[src/rtl/fifo_rd_burst.sv]
// Burst reader: pops a programmed number of words from a FIFO read port and
// streams them out through a 2-entry skid buffer with valid/ready handshake.
module fifo_rd_burst #(
    parameter int DSIZE = 8,
    parameter int CSIZE = 8
) (
    input  logic             rclk,
    input  logic             rrst,
    input  logic [DSIZE-1:0] rdata,
    input  logic             rempty,
    output logic             rinc,
    input  logic             start,
    input  logic [CSIZE-1:0] burst_len,
    input  logic             abort,
    output logic [DSIZE-1:0] m_data,
    output logic             m_valid,
    input  logic             m_ready,
    output logic             busy,
    output logic             done,
    output logic [CSIZE-1:0] rd_count
);

    typedef enum logic [1:0] {
        IDLE  = 2'd0,
        RUN   = 2'd1,
        DRAIN = 2'd2,
        DONE  = 2'd3
    } state_t;

    state_t           state_reg;
    logic [CSIZE-1:0] remaining_reg;
    logic [CSIZE-1:0] rd_count_reg;
    logic             busy_reg;
    logic             done_reg;
    logic [1:0]       occ_reg;
    logic [1:0]       occ_next;
    logic [DSIZE-1:0] buf0_reg;
    logic [DSIZE-1:0] buf1_reg;
    logic             push;
    logic             pop;
    logic             wr_slot1;

    // Pop strobe is kept combinational so the FIFO head is captured on the same edge.
    assign push = (state_reg == RUN) && !rempty && (remaining_reg != '0)
                  && (occ_reg < 2'd2) && !abort && !rrst;
    assign pop  = (occ_reg != 2'd0) && m_ready;

    // A pushed word lands behind whatever remains after this cycle's pop.
    assign wr_slot1 = (occ_reg == 2'd1) && !pop;
    assign occ_next = occ_reg + {1'b0, push} - {1'b0, pop};

    assign rinc     = push;
    assign m_data   = buf0_reg;
    assign m_valid  = (occ_reg != 2'd0);
    assign busy     = busy_reg;
    assign done     = done_reg;
    assign rd_count = rd_count_reg;

    always_ff @(posedge rclk) begin
        if (rrst) begin
            occ_reg  <= 2'd0;
            buf0_reg <= '0;
            buf1_reg <= '0;
        end else begin
            occ_reg <= occ_next;
            if (push && !wr_slot1) begin
                buf0_reg <= rdata;
            end else if (pop) begin
                buf0_reg <= buf1_reg;
            end
            if (push && wr_slot1) begin
                buf1_reg <= rdata;
            end
        end
    end

    always_ff @(posedge rclk) begin
        if (rrst) begin
            state_reg     <= IDLE;
            remaining_reg <= '0;
            rd_count_reg  <= '0;
            busy_reg      <= 1'b0;
            done_reg      <= 1'b0;
        end else begin
            done_reg <= 1'b0;
            case (state_reg)
                IDLE: begin
                    if (start) begin
                        rd_count_reg <= '0;
                        if (burst_len != '0) begin
                            remaining_reg <= burst_len;
                            busy_reg      <= 1'b1;
                            state_reg     <= RUN;
                        end else begin
                            done_reg  <= 1'b1;
                            state_reg <= DONE;
                        end
                    end
                end
                RUN: begin
                    if (push) begin
                        remaining_reg <= remaining_reg - CSIZE'(1);
                        rd_count_reg  <= rd_count_reg + CSIZE'(1);
                    end
                    if (abort || (push && remaining_reg == CSIZE'(1))) begin
                        state_reg <= DRAIN;
                    end
                end
                DRAIN: begin
                    if (occ_next == 2'd0) begin
                        busy_reg  <= 1'b0;
                        done_reg  <= 1'b1;
                        state_reg <= DONE;
                    end
                end
                DONE: begin
                    state_reg <= IDLE;
                end
                default: begin
                    state_reg <= IDLE;
                end
            endcase
        end
    end

endmodule

[config.mk]
export PLATFORM = sky130hd
export DESIGN_NAME = fifo_rd_burst
export DESIGN_NICKNAME = d
export VERILOG_FILES = /design/src/rtl/fifo_rd_burst.sv
export SDC_FILE = /design/constraint.sdc
export NUM_CORES = 1
export LEC_CHECK = 0
export CELL_PAD_IN_SITES_DETAIL_PLACEMENT = 0
export CELL_PAD_IN_SITES_GLOBAL_PLACEMENT = 2
export CORE_ASPECT_RATIO = 1.75
export CORE_MARGIN = 4
export CORE_UTILIZATION = 32
export CTS_CLUSTER_SIZE = 24
export DETAILED_ROUTE_END_ITERATION = 7
export GPL_TIMING_DRIVEN = 0
export PLACE_DENSITY = 0.95
export SLEW_MARGIN = 20
export SYNTH_ARGS = -nofsm -noshare
export SYNTH_HDL_FRONTEND = slang
export SYNTH_SLANG_ARGS = --single-unit
[constraint.sdc]
create_clock -name rclk -period 5.05 [get_ports rclk]
set_input_delay 1.01 -clock rclk [delete_from_list [all_inputs] [get_ports rclk]]
set_output_delay 1.01 -clock rclk [all_outputs]
set_load 0.01 [all_outputs]
==> impl_results.md, run 1 <==
- Post-DP HPWL: 3.85 mm
- Register area: ~760 um2
- Flop and latch count out of synthesis: 38
- Yosys cell types: 43
- H-tree lvl count: 2
- Share of cells above drive strength 1: 0.0652
- CTS tree: yes
- TNS Setup: 0 ns
- Tmin final: 3.99 ns
- Clock Tree Buf Depth: 2
- Max_slew headroom: 0.511
- Nets: 305
- Mean area per synthesized cell: 8.64 um2
- Worst-Skew Late Latency: 0.29 ns
- Largest net degree at the start of global routing: 13
- Worst-margin pin slew: 0.727 ns
- R2R Path End: state_reg[1]
- Initial detailed-routing violation count: 43
- Antenna cells: 0
- Cell count after synthesis: 227
- CP Max Fanout: 4
- Worst setup EP type: output pin
- R2r startpoint: remaining_reg[0]
- Area Growth Syn to Fin: 33.2%
- Ys async rst share: 0
- Routability cong.: between 0.8 and 0.9
- Seq/Total Area, Yosys: 0.388
- I/O Buffers: ~40
- Final setup fails: 0
- Total gr overflow: 0
- PD cells: 397 nW/um2
- Footprint of the multi-input gates: 1080 um2
- CORE AREA: 5930 um2
- Most used DFF post-synth: dfxtp_1
- Outcome: completed
- Total power: 1.04 mW
- CP startpoint kind: primary input
- Die Ht: 112 um
- Final WL: 5.09 mm
- Number of global-route vias before repair: 1882
- Routed Antenna Nets: 0
- R2R Setup Slk: 2.13 ns
- Full die area: 7490 um2
- Crit path to: rinc
- Via Count: ~1800
- Critical Path Source: abort
- Clock sink count: 38
- Final period util: 0.790
- Post-CTS Hold Buffers: 0
- Clock Skew: 0.00623 ns
- Max frequency: 251 MHz
- Worst Setup Path Type: primary input to output pin
- Post-CTS Setup Inserts: 0
- # fillers: 638
- Post-synth EDFFs: 0
- Crit path arrival time: roughly 3.0 ns
- RSZ-0062 raised after global routing: false
- Required @ worst endpoint: 4.04 ns
- Synthesized cell area: 1960 um2
- Root Driver: clkbuf_8
- Pins Over Slew Limit: 0
- Mapped Nets: 257
- Die X: between 60 and 70 um
- Commonest cells after routing, fill and taps aside: clkdlybuf4s50_1 (41), dfxtp_1 (38), nor2_1 (35)
- Yosys warns: 0
- Maximum VDD drop: 0.185 mV
- TritonCTS Buffers: 5
- Commonest non-fill, non-tap cell in the layout: clkdlybuf4s50_1
- Hold/Removal Path Class: flop to flop
- Fin util: 0.441
- # IOs: between 40 and 50
- Vias/cell: 4.99
- Reg2Reg Depth: 10
- Clk slew on worst S/H paths: 0.08 ns
- Drt wl/cell: ~14 um
- Post-CTS sizing: 0
- First-pass GRT wire length: between 8 and 9 mm
- Total Routing Usage GR: 0.147
- Leak: roughly 1.1 nW
- Initial Util: 0.331
- Max Cap Violations: 0
- Final Hold Vio Count: 0
- Initial antenna violation count: 0
- First-pass DRT Iterations: 4
- Residual DRC count: 0
- Rows: 37
-- synthesized netlist by cell type (all sizes together) (3+ instances only) --
library cell,instances,area [um2]
dfxtp,38,761
nor2,35,131
mux2i,19,190
inv,16,60.1
a21oi,15,78.8
a211oi,14,115
nand2,10,37.5
clkbuf,9,33.8
o21ai,9,45.0
ha,8,100
nand3,6,30.0
nand2b,5,31.3
nor4,4,31.3
buf,3,21.3
nor3,3,15.0
o32ai,3,26.3
xor2,3,26.3
-- metrics by stage --
stage | cells | setup slack, ns | hold slack (ns) | instance area (um2)
floorplan | 227 | 2.02 | 0.458 | 1960
global placement | 346 | 1.06 | 0.470 | 2470
detailed placement | 346 | 1.06 | 0.484 | 2470
CTS | 354 | 1.05 | 0.496 | 2610
global route | 354 | 0.975 | 0.531 | 2610
finish | 354 | 1.06 | 0.492 | 2610
-- final cells by class --
type                    instances  share of cell area
inverters                      16              0.0230
multi-input cells             161               0.415
clock inverters                 2              0.0230
plain buffers                  12              0.0211
well taps                      78              0.0374
clock buffers                   6              0.0316
flip-flops and latches         38               0.291
repair buffers                 41               0.157
-- worst min path at each step --
stage,depth (start not counted),start,endpoint
final,2,rd_count[7],rd_count[7]
after floorplan,2,remaining_reg[1],remaining_reg[1]
after global placement,2,rd_count[7],rd_count[7]
after global routing,2,rd_count[7],rd_count[7]
after CTS,2,remaining_reg[7],remaining_reg[7]
after detailed placement,2,buf1_reg[7],buf1_reg[7]
-- logic make-up (layout without fill, tap and decap cells) --
family,Yosys count,count (layout),synth area share
XOR/XNOR,6,6,0.0338
flip-flops,38,38,0.388
AND/OR/NAND/NOR,74,74,0.182
adder cells (fa/ha/maj),8,8,0.0511
buffers and inverters,28,77,0.0587
AO/OA/AOI/OAI,53,53,0.184
multiplexers,20,20,0.103
-- metal layers --
layer,global-route usage,wire (um),share of wire
met5,0,0,0
met4,0.0583,112,0.022
met3,0.0373,228,0.045
met2,0.257,2610,0.51
met1,0.165,2130,0.42
-- critical path, cell delays in order --
cell	delay, ns
clkdlybuf4s50_1	0.44
or4_4	0.55
a211oi_2	0.37
clkdlybuf4s50_1	0.61
-- report_power, final --
group	switching, mW	internal, mW	total (mW)	leakage, nW
clock network	0.111	0.211	0.322	0.0714
registers	0.0293	0.331	0.361	0.308
logic	0.202	0.151	0.353	0.683
total	0.342	0.694	1.04	1.06
Note: power is estimated with default switching activity, not from simulation.
==> run 2: changes to the inputs <==
Settings changed: CORE_UTILIZATION 32 to 27, PLACE_DENSITY 0.95 to 0.87.
Clock period 5.05 ns to 3.4 ns, I/O delays scaled along.
==> run 2 against run 1 <==
Net effect:
- cell count grew 1.7%
- die area increased by 17%
- global-route usage shrank 2.0 points
- register-to-register slack worse by 1.6 ns
- cell area is 0.91% higher
- critical path depth unchanged
- setup slack worse by 0.96 ns
- sequential power rose by 49%
- combinational power grew 50%
- largest power group unchanged
==> impl_results.md, run 2 (same netlist as run 1, synthesis figures left out) <==
- Commonest non-fill, non-tap cell in the layout: clkdlybuf4s50_1
- Max_slew headroom: 0.490 (-0.0211)
- Final Hold Vio Count: 0 (unchanged)
- Post-DP HPWL: 4.00 mm (+3.9%)
- H-tree lvl count: 2 (unchanged)
- Drt wl/cell: 14.3 um (-0.31%)
- Nets: 305 (unchanged)
- Initial detailed-routing violation count: 20 (-53%)
- Worst-Skew Late Latency: 0.28 ns (about the same)
- Placed Instances: 352 (+1.7%)
- Post-CTS Hold Buffers: 0 (unchanged)
- Pins Over Slew Limit: 0 (unchanged)
- Leak: 1.06 nW (+0.19%)
- Routed Antenna Nets: 0 (unchanged)
- Antenna cells: 0 (unchanged)
- Total gr overflow: 0 (unchanged)
- Largest net degree at the start of global routing: 13 (unchanged)
- Worst Setup Path Type: primary input to output pin
- Crit path arrival time: 2.62 ns (-0.36 ns)
- Footprint of the multi-input gates: 1090 um2 (+0.69%)
- Final setup fails: 0 (unchanged)
- Clock sink count: 38 (unchanged)
- Full die area: 8740 um2 (+17%)
- Worst-margin pin slew: 0.759 ns (+0.0321 ns)
- Number of global-route vias before repair: 1893 (+0.58%)
- Die X: 72.4 um (+7.8%)
- TritonCTS Buffers: 5 (unchanged)
- I/O Buffers: 41 (unchanged)
- Worst setup EP type: output pin
- Initial Util: 0.282 (-0.0490)
- Post-CTS Setup Inserts: 0 (unchanged)
- Clock Skew: 0.00670 ns (+0.000468 ns)
- Hold Slack: 0.477 ns (-0.0146 ns)
- Final WL: 5.16 mm (+1.4%)
- Outcome: completed
- Commonest cells after routing, fill and taps aside: clkdlybuf4s50_1 (41), dfxtp_1 (38), nor2_1 (35)
- Post-DP Area: 2480 um2 (+0.30%)
- # fillers: 737 (+16%)
- # IOs: 42 (unchanged)
- Rows: 40 (+8.1%)
- Fin util: 0.379 (-0.0619)
- Via Count: 1788 (+1.3%)
- Tmin final: 3.30 ns
- RSZ-0062 raised after global routing: false
- Routability cong.: 0.741 (-7.6%)
- Initial antenna violation count: 0 (unchanged)
- Max frequency: 303 MHz
- CTS tree: yes
- Clock Tree Buf Depth: 2 (unchanged)
- Residual DRC count: 0 (unchanged)
- Cell area after layout: 2640 um2 (+0.91%)
- Area Growth Syn to Fin: 34.4%
- Final period util: 0.970
- Final std cells w/o fill: 360 (+1.7%)
- Die Ht: 121 um (+8.2%)
- Register area: 761 um2 (unchanged)
- First-pass GRT wire length: 8.79 mm (+1.8%)
- Share of cells above drive strength 1: 0.0652 (unchanged)
- Root Driver: clkbuf_16
- Required @ worst endpoint: 2.72 ns (-1.32 ns)
- First-pass DRT Iterations: 4 (unchanged)
- CP startpoint kind: primary input
- TNS Setup: 0 ns (unchanged)
- Max Cap Violations: 0 (unchanged)
- Maximum VDD drop: 0.249 mV (+34%)
- CP Max Fanout: 4 (unchanged)
- Post-CTS sizing: 0 (unchanged)
- Vias/cell: 4.97 (-0.39%)
- Clk slew on worst S/H paths: 0.06 ns (-0.02 ns)
- CORE AREA: 6960 um2 (+17%)
- Total Routing Usage GR: 0.128 (-0.0198)
- Hold/Removal Path Class: flop to flop
- PD cells: 586 nW/um2 (+48%)
run 2: changes by cell type in the layout (fill, tap and decap cells not counted), sizes merged:
| cell | delta |
|---|---|
| clkinv | +1 |
| clkinvlp | +1 |
| bufinv | -2 |
run 2: cell type report:
cell class / instances / share of cell area
multi-input combinational: 161 / 0.415
sequential: 38 / 0.289
timing repair buffer: 41 / 0.156
clock buffer: 6 / 0.0527
tap: 84 / 0.0399
inverter: 16 / 0.0228
buffer: 12 / 0.0209
clock inverter: 2 / 0.00475
run 2: worst max-delay path, cell delays in order:
cell,delay [ns]
clkdlybuf4s50_1,0.44
or4_4,0.56
a211oi_4,0.33
clkdlybuf4s50_1,0.60
run 2: metal layers:
| layer | vias up | global-route usage | wire length, um | share of wire |
|---|---|---|---|---|
| li1 | 896 | - | - | - |
| met1 | 840 | 0.130 | 2020 | 0.39 |
| met2 | 42 | 0.233 | 2740 | 0.53 |
| met3 | 10 | 0.0300 | 265 | 0.051 |
| met4 | 0 | 0.0670 | 131 | 0.025 |
| met5 | - | 0 | 0 | 0 |
run 2: power by group:
group	switching (mW)	internal, mW
combinational	0.303	0.227
sequential	0.0437	0.493
clock	0.189	0.290
run 2: per-stage QoR:
stage,setup WS [ns],power (mW)
2_1_floorplan,0.698,0.898
3_3_place_gp,0.00876,1.07
3_5_place_dp,0.0352,1.07
4_1_cts,0.0405,1.55
5_1_grt,0.0599,1.65
6_report,0.104,1.55
run 2: path summary, 6_finish.rpt:
check | startpoint | depth (start not counted) | end | slack, ns
worst min register to register | remaining_reg[1] | 2 | remaining_reg[1] | 0.48
worst max-delay path | abort | 4 | rinc | 0.10
worst max register to register | remaining_reg[0] | 10 | state_reg[0] | 0.49
worst min-delay path | remaining_reg[1] | 2 | remaining_reg[1] | 0.48
==> run 3: changes to the inputs <==
Settings changed: CORE_UTILIZATION 27 to 30, PLACE_DENSITY 0.87 to 0.91.
Clock period 3.4 ns to 3.09 ns, I/O delays scaled along.
==> run 3 against run 2 <==
Net effect:
- global-route usage increased by 0.90 points
- first-iteration DRC count increased to 3.7 times the previous value
- setup slack improved by 0.11 ns
- largest cell class unchanged
- via count decreased by 1.7%
- clock-buffer cell count unchanged
- power increased by 10%
- clock power increased by 9.8%
- register-to-register slack got worse by 0.03 ns
- core utilization increased by 4.1 points
- critical endpoint unchanged
- sequential share of layout area about the same
- largest power group unchanged
==> impl_results.md, run 3 (same netlist as run 1, synthesis figures left out) <==
- Outcome: completed
- Drt wl/cell: 14.3 um (-0.25%)
- Share of cells above drive strength 1: 0.0761 (+0.0109)
- Nets: 305 (unchanged)
- Root Driver: clkbuf_8
- Hold/Removal Path Class: flop to flop
- Final period util: 0.929
- Initial antenna violation count: 0 (unchanged)
- Net Sw Frac: 0.332 (-0.0139)
- CP Max Fanout: 4 (unchanged)
- TNS Setup: 0 ns (unchanged)
- CORE AREA: 6280 um2 (-9.8%)
- Flop pwr share: 0.347 (about the same)
- Layer with the highest usage: met2
- Routed Antenna Nets: 0 (unchanged)
- Comb power frac: 0.345 (+0.002)
- CTS tree: yes
- Worst-Skew Late Latency: 0.29 ns (about the same)
- Die X: 69.1 um (-4.6%)
- Final WL: 5.09 mm (-1.4%)
- Clock Skew: 0.00340 ns (-0.00330 ns)
- Commonest non-fill, non-tap cell in the layout: clkdlybuf4s50_1
- Tmin final: 2.87 ns
- Switching power: 0.566 mW (+5.9%)
- Final setup fails: 0 (unchanged)
- Vias/cell: 4.94 (-0.57%)
- Worst setup EP type: output pin
- Initial detailed-routing violation count: 73 (+270%)
- Full die area: 7940 um2 (-9.1%)
- Routing usage on met1: 0.141 (+0.0109)
- Initial Util: 0.312 (+0.0306)
- Via Count: 1758 (-1.7%)
- Antenna cells: 0 (unchanged)
- Hold_sp: rd_count[7]
- Residual DRC count: 0 (unchanged)
- M2 GR Usage: 0.254 (+0.0210)
- Number of global-route vias before repair: 1860 (-1.7%)
- Clock Tree Buf Depth: 2 (unchanged)
- I/O Buffers: 41 (unchanged)
- Required @ worst endpoint: 2.47 ns (-0.25 ns)
- Die Ht: 115 um (-4.8%)
- PD cells: 647 nW/um2 (+10%)
- Post-CTS Setup Inserts: 0 (unchanged)
- Clock sink count: 38 (unchanged)
- Commonest cells after routing, fill and taps aside: clkdlybuf4s50_1 (40), dfxtp_1 (38), nor2_1 (35)
- Maximum VDD drop: 0.432 mV (+74%)
- Total Routing Usage GR: 0.137 (+0.00902)
- Leak: 1.07 nW (+0.67%)
- Pins Over Slew Limit: 0 (unchanged)
- First-pass DRT Iterations: 4 (unchanged)
- Internal power: 1.14 mW (+13%)
- Final Hold Vio Count: 0 (unchanged)
- CP startpoint kind: primary input
- Final std cells w/o fill: 356 (-1.1%)
- TritonCTS Buffers: 5 (unchanged)
- Worst Setup Path Type: primary input to output pin
- Routability cong.: 0.769 (+3.7%)
- Worst-margin pin slew: 0.759 ns (+0.000428 ns)
- # IOs: 42 (unchanged)
- Placed Instances: 348 (-1.1%)
- R2R Setup Slk: 0.46 ns (-0.03 ns)
- Crit path arrival time: 2.25 ns (-0.37 ns)
- Critical Path Source: abort
- R2r startpoint: occ_reg[1]
- Clk slew on worst S/H paths: 0.07 ns (about the same)
- RSZ-0062 raised after global routing: false
- Met3 Use GR: 0.0350 (+0.00505)
- Post-CTS Hold Buffers: 0 (unchanged)
- # fillers: 671 (-9.0%)
- Largest net degree at the start of global routing: 13 (unchanged)
- First-pass GRT wire length: 8.81 mm (+0.24%)
- H-tree lvl count: 2 (unchanged)
- Area Growth Syn to Fin: 34.3% (about the same)
- Clock power frac: 0.309 (about the same)
- Max Cap Violations: 0 (unchanged)
- Post-DP HPWL: 3.95 mm (-1.1%)
- Total gr overflow: 0 (unchanged)
- Max frequency: 348 MHz
- Max_slew headroom: 0.490 (about the same)
- Rows: 38 (-5.0%)
- Total power: 1.70 mW (+10%)
## run 3: timing repair
item | in CTS | in global routing
endpoints found under the hold margin | 0 | 0
setup endpoints to repair | 1 | 2
resized for setup | 2 | 3
pin swaps | 0 | 0
## run 3: worst max-delay path: stages
cell	delay [ns]
clkdlybuf4s50_1	0.45
or4_4	0.57
a211oi_4	0.30
dlygate4sd2_1	0.32
## run 3: metrics by stage
step	setup slack (ns)	instance area (um2)	hold WS [ns]	util
2_1_floorplan	0.450	1960	0.458	-
3_3_place_gp	-0.202	2470	0.466	0.394
3_5_place_dp	-0.166	2470	0.480	0.394
4_1_cts	0.174	2620	0.491	0.417
5_1_grt	0.0538	2630	0.514	0.420
6_report	0.218	2630	0.486	0.420
## run 3: final cells by class
type                    count  area, um2  area share
clock buffers               6       82.6      0.0314
repair buffers             41        409       0.155
flip-flops and latches     38        761       0.289
plain buffers              12       55.1      0.0209
clock inverters             2       60.1      0.0228
inverters                  16       60.1      0.0228
multi-input cells         161       1110       0.420
well taps                  80        100      0.0380
## run 3: worst paths after layout
check                 endpoint  depth (start not counted)
hold / removal     rd_count[7]                          2
setup / recovery          rinc                          4
hold reg to reg    rd_count[7]                          2
setup reg to reg  state_reg[1]                         12
## run 3: power by group through the flow
stage | clock network, mW | registers (mW) | logic, mW
global route | 0.566 | 0.600 | 0.657
global placement | 0 | 0.600 | 0.572
finish | 0.526 | 0.591 | 0.588
floorplan | 0 | 0.594 | 0.394
CTS | 0.546 | 0.590 | 0.586
detailed placement | 0 | 0.601 | 0.574
## run 3: per-layer routing
metal | part of all wire | up-vias
li1 | - | 900
met4 | 0.030 | 0
met3 | 0.045 | 9
met1 | 0.39 | 809
met5 | 0 | -
met2 | 0.53 | 40
